$ cat src/rtl/bound_flasher_ctrl.sv
// bound_flasher_ctrl: tick-paced bound-flasher lamp sequencer (LED ramps with flick kickbacks).
// Define BOUND_FLASHER_BLINK_EN to append the two on/off blinks after the final ramp-down.
module bound_flasher_ctrl #(
    parameter int LED_NUM   = 16,
    parameter int LOW_BOUND = 6,
    parameter int MID_BOUND = 11
) (
    input  logic               clk,
    input  logic               rst,
    input  logic               tick,
    input  logic               flick,
    output logic [LED_NUM-1:0] led,
    output logic               busy,
    output logic [2:0]         state
);
    localparam int CW = $clog2(LED_NUM + 1);
    localparam logic [CW-1:0] LB = CW'(LOW_BOUND);
    localparam logic [CW-1:0] MB = CW'(MID_BOUND);
    localparam logic [CW-1:0] LN = CW'(LED_NUM);

    typedef enum logic [2:0] {
        IDLE    = 3'd0,
        UP_LOW  = 3'd1,
        DN_ZERO = 3'd2,
        UP_MID  = 3'd3,
        DN_LOW  = 3'd4,
        UP_ALL  = 3'd5,
        DN_END  = 3'd6,
        BLINK   = 3'd7
    } state_t;

    state_t             state_q, state_d;
    logic [CW-1:0]      cnt_q, cnt_d, inc, dec;
    logic [LED_NUM-1:0] led_q, led_d;
    logic               busy_q, hold;
`ifdef BOUND_FLASHER_BLINK_EN
    logic [1:0]         blink_q, blink_d;
`endif

    // Between ticks everything holds, except an unused encoding which recovers at once.
`ifdef BOUND_FLASHER_BLINK_EN
    assign hold = !tick;
`else
    assign hold = !tick && 3'(state_q) != 3'd7;
`endif

    always_comb begin
        state_d = state_q;
        cnt_d   = cnt_q;
        inc     = cnt_q + 1'b1;
        dec     = cnt_q - 1'b1;
`ifdef BOUND_FLASHER_BLINK_EN
        blink_d = blink_q;
`endif
        case (state_q)
            IDLE:    state_d = flick ? UP_LOW : IDLE;
            UP_LOW: begin
                cnt_d   = inc;
                state_d = (inc == LB) ? DN_ZERO : UP_LOW;
            end
            DN_ZERO: begin
                cnt_d   = dec;
                state_d = (dec == '0) ? UP_MID : DN_ZERO;
            end
            UP_MID: begin
                cnt_d   = (cnt_q == LB && flick) ? dec : inc;
                state_d = (cnt_q == LB && flick) ? DN_ZERO : (inc == MB) ? DN_LOW : UP_MID;
            end
            DN_LOW: begin
                cnt_d   = dec;
                state_d = (dec <= LB - 1'b1) ? UP_ALL : DN_LOW;
            end
            UP_ALL: begin
                cnt_d   = ((cnt_q == LB || cnt_q == MB) && flick) ? dec : inc;
                state_d = ((cnt_q == LB || cnt_q == MB) && flick) ? DN_LOW :
                          (inc == LN) ? DN_END : UP_ALL;
            end
            DN_END: begin
                cnt_d = dec;
`ifdef BOUND_FLASHER_BLINK_EN
                state_d = (dec == '0) ? BLINK : DN_END;
`else
                state_d = (dec == '0) ? IDLE : DN_END;
`endif
            end
`ifdef BOUND_FLASHER_BLINK_EN
            BLINK: begin
                blink_d = blink_q + 1'b1;
                state_d = (blink_q == 2'd3) ? IDLE : BLINK;
            end
`endif
            default: begin
                state_d = IDLE;
                cnt_d   = '0;
            end
        endcase
        if (hold) begin
            state_d = state_q;
            cnt_d   = cnt_q;
`ifdef BOUND_FLASHER_BLINK_EN
            blink_d = blink_q;
`endif
        end
        led_d = '0;
        for (int i = 0; i < LED_NUM; i++) led_d[i] = CW'(i) < cnt_d;
`ifdef BOUND_FLASHER_BLINK_EN
        if (state_d == BLINK) led_d = {LED_NUM{blink_d[0]}};
`endif
    end

    always_ff @(posedge clk or negedge rst) begin
        if (!rst) begin
            state_q <= IDLE;
            cnt_q   <= '0;
            led_q   <= '0;
            busy_q  <= 1'b0;
`ifdef BOUND_FLASHER_BLINK_EN
            blink_q <= '0;
`endif
        end else begin
            state_q <= state_d;
            cnt_q   <= cnt_d;
            led_q   <= led_d;
            busy_q  <= state_d != IDLE;
`ifdef BOUND_FLASHER_BLINK_EN
            blink_q <= blink_d;
`endif
        end
    end

    assign led   = led_q;
    assign busy  = busy_q;
    assign state = state_q;

    a_cnt_range: assert property (@(posedge clk) disable iff (!rst) cnt_q <= LN);
`ifndef BOUND_FLASHER_BLINK_EN
    a_no_blink: assert property (@(posedge clk) disable iff (!rst) 3'(state_q) != 3'd7);
`endif
endmodule
$ cat config.mk
export PLATFORM = sky130hd
export DESIGN_NAME = bound_flasher_ctrl
export DESIGN_NICKNAME = d
export VERILOG_FILES = /design/src/rtl/bound_flasher_ctrl.sv
export SDC_FILE = /design/constraint.sdc
export NUM_CORES = 1
export LEC_CHECK = 0
export BUFFER_PORTS_ARGS = -buffer_cell sky130_fd_sc_hd__buf_2
export CAP_MARGIN = 20
export CORE_ASPECT_RATIO = 1.25
export CORE_MARGIN = 2
export CORE_UTILIZATION = 50
export CTS_BUF_LIST = sky130_fd_sc_hd__clkbuf_16
export DETAILED_ROUTE_END_ITERATION = 10
export PLACE_DENSITY = 0.85
export SYNTH_ARGS = -nofsm -noshare
export SYNTH_HDL_FRONTEND = slang
export SYNTH_SLANG_ARGS = --single-unit
$ cat constraint.sdc
create_clock -name clk -period 2.44 [get_ports clk]
set_input_delay 0.488 -clock clk [delete_from_list [all_inputs] [get_ports clk]]
set_output_delay 0.488 -clock clk [all_outputs]
set_load 0.01 [all_outputs]
==> results.ini <==
[outcome]
status=finished clean

[clocking]
cts-buffers-inserted=3
clockBufferDepth=2
clock_latency_ns=0.26
cts_setup_buffers=0
path_clk_slew_ns=0.06
cts_tree=done
clockRootBuffer=clkbuf_16
cts_max_level=1
cts.sinks=24

[setup_path]
end_kind=register
cpPeakStageDelay_ns=0.45
timing.rr.end=led[6]$_DFF_PN0_
cp_slowest_cell=dfrtp_2
crit_chain=inv_1 -> ha_2 -> nand3_4 -> o21ai_4 -> a21o_2 -> nand2_1 -> o22ai_4 -> buf_4 -> nand2_1 -> o21ai_0
r2r_start=cnt_q[0]$_DFF_PN0_
path_common_cell=nand2_1
r2r_cells=10
cp.arrival_ns=2.47
path_max_fanout=9
cp.required_ns=2.62
rrSetupSlack_ns=0.15
startpoint_type=register
critical_path_class=register to register

[sta]
hold_violations=0
setup_viol=0
fin_skew_ns=0.00500
tightest_slew_ns=0.512
fmax_mhz=437
slew_headroom_pct=65.9
min_period_ns=2.29
drv_slew=0
fin_crit_sh_pct=93.7

[finish]
syn_to_final_growth_pct=22.7
drive_gt1_share_pct=29.3
antenna_cells=0
layout_commonest_cell=buf_2
final_cell_mix=buf_2, dfrtp_1, nand2_1
final_nets=208
fin_area_um2=1880

[floorplanning]
io_pins=24
initial_core_util_pct=52.4
die_y_um=65.9
die_x_um=53.5
die_area_um2=3520
rows=22
coreArea_um2=2920

[power]
p_per_area_nw_per_um2=1440
power_w=0.00270
irDropWorstVdd_uv=808
leakage_nw=0.839

[placement]
place_hpwl_um=2660
port_buffers=23
post_dp_cell_area_um2=1720
gp_congestion=0.941

[grt]
grt_pass1_wl_um=6000
grt_util_all_layers_pct=23.2
grt_max_degree=25
grt_pass1_vias=1294
antenna_found_initial=0
overflow=0

[synthesis]
syn-cell-area_um2=1530
avgSynthCellArea_um2=9.05
syn_nets=178
async_reset_ff_share_pct=100
synth_edf_count=0
yosysWarningCount=0
ys_seq_area_share_pct=39.2
syn_inst=169
synthFlopType=dfrtp_1
synth_cell_types=51
ys_seq_elements=24

[route]
drt_iter0_markers=41
drcViolationCount=0
ant_nets=0
via_count=1384
wire_per_inst_um=15.7
drt-pass1-iter-count=4
vias_per_cell=5.91
routed_wl_um=3680

[hold_path]
hold_path.class=input port to async pin

[run]
maxCapViolations=0

[cells in the mapped netlist (all sizes together), types with 2 or more instances]
cell type,n,share of area [%]
dfrtp,24,39
nand2,19,4.7
o21ai,16,6.0
nor2,13,3.2
inv,12,2.9
nand3,9,2.9
buf,6,3.0
a21oi,5,1.6
a31oi,5,2.5
ha,5,4.1
nand4,5,2.5
nor3,5,1.6
clkbuf,4,0.98
nor4,4,1.6
a211oi,3,1.8
nand2b,3,1.2
o211ai,3,2.4
xnor2,3,1.7
nor2b,2,1.3
o21bai,2,0.98
o31ai,2,1.3
[per-stage QoR]
step           hold slack [ns]  TNS [ns]  std cells  setup WS (ns)  utilization [%]
2_1_floorplan            0.192         0        169         0.0925                -
3_3_place_gp             0.484         0        230          0.125             58.9
3_5_place_dp             0.489         0        230         0.0694             58.9
4_1_cts                  0.210         0        234         0.0570             62.5
5_1_grt                  0.243  -0.00392        234       -0.00392             64.4
6_report                 0.196         0        234          0.154             64.4
[flip-flops by register name, summed over array words and instances (netlist names)]
name,count
state,3
cnt_q,5
led,15
busy,1
[logic make-up (layout without fill, tap and decap cells)]
logic type               after synthesis  after routing  synth area share (%)
AND/OR/NAND/NOR                       66             66                  22.2
AO/OA/AOI/OAI                         48             48                  25.2
flip-flops                            24             24                  39.2
buffers and inverters                 22             51                  6.95
adder cells (fa/ha/maj)                5              5                  4.09
XOR/XNOR                               3              3                  1.72
multiplexers                           1              1                 0.654
[layer usage]
| layer | vias to the layer above | wire (µm) | GRT usage (%) |
|---|---|---|---|
| met3 | 10 | 177 | 4.52 |
| met2 | 46 | 1910 | 39.8 |
| met1 | 660 | 1530 | 28.6 |
| met5 | - | 0 | 0 |
| li1 | 668 | - | - |
| met4 | 0 | 68 | 7.37 |
[power breakdown]
group	switching, W	leakage (nW)	total (W)	internal [W]
clock network	0.000134	0.0511	0.000460	0.000326
logic	0.000871	0.501	0.00150	0.000626
registers	0.000172	0.287	0.000738	0.000566
[timing repair]
item	in CTS	in global routing
gates resized for setup	0	10
hold buffers	0	0
endpoints found under the hold margin	0	0
setup endpoints to repair	0	13
[worst max path at each step]
stage,startpoint,endpoint,slack [ns],cells after the start
4_1_cts,cnt_q[0]$_DFF_PN0_,led[0]$_DFF_PN0_,0.06,9
2_1_floorplan,cnt_q[0]$_DFF_PN0_,led[8]$_DFF_PN0_,0.09,10
3_5_place_dp,cnt_q[0]$_DFF_PN0_,led[0]$_DFF_PN0_,0.07,9
3_3_place_gp,cnt_q[0]$_DFF_PN0_,led[0]$_DFF_PN0_,0.12,9
6_report,cnt_q[0]$_DFF_PN0_,led[6]$_DFF_PN0_,0.15,10
5_1_grt,cnt_q[0]$_DFF_PN0_,led[6]$_DFF_PN0_,-0.004,10
[final cells by class]
class | instances | area, µm²
Fill cell | 242 | 1040
Timing Repair Buffer | 35 | 205
Clock buffer | 3 | 75.1
Clock inverter | 1 | 30.0
Tap cell | 36 | 45.0
Sequential cell | 24 | 603
Inverter | 12 | 45.0
Multi-Input combinational cell | 123 | 875
[critical path: cells and delay by family, from the launching register on]
family,cells,cell delay (ns)
AOI/OAI and AO/OA,4,0.90
buffers and inverters,2,0.28
adders and majority gates,1,0.23
DFF,1,0.45
and+or+nand+nor,3,0.34
Note: power is estimated with default switching activity, not from simulation.
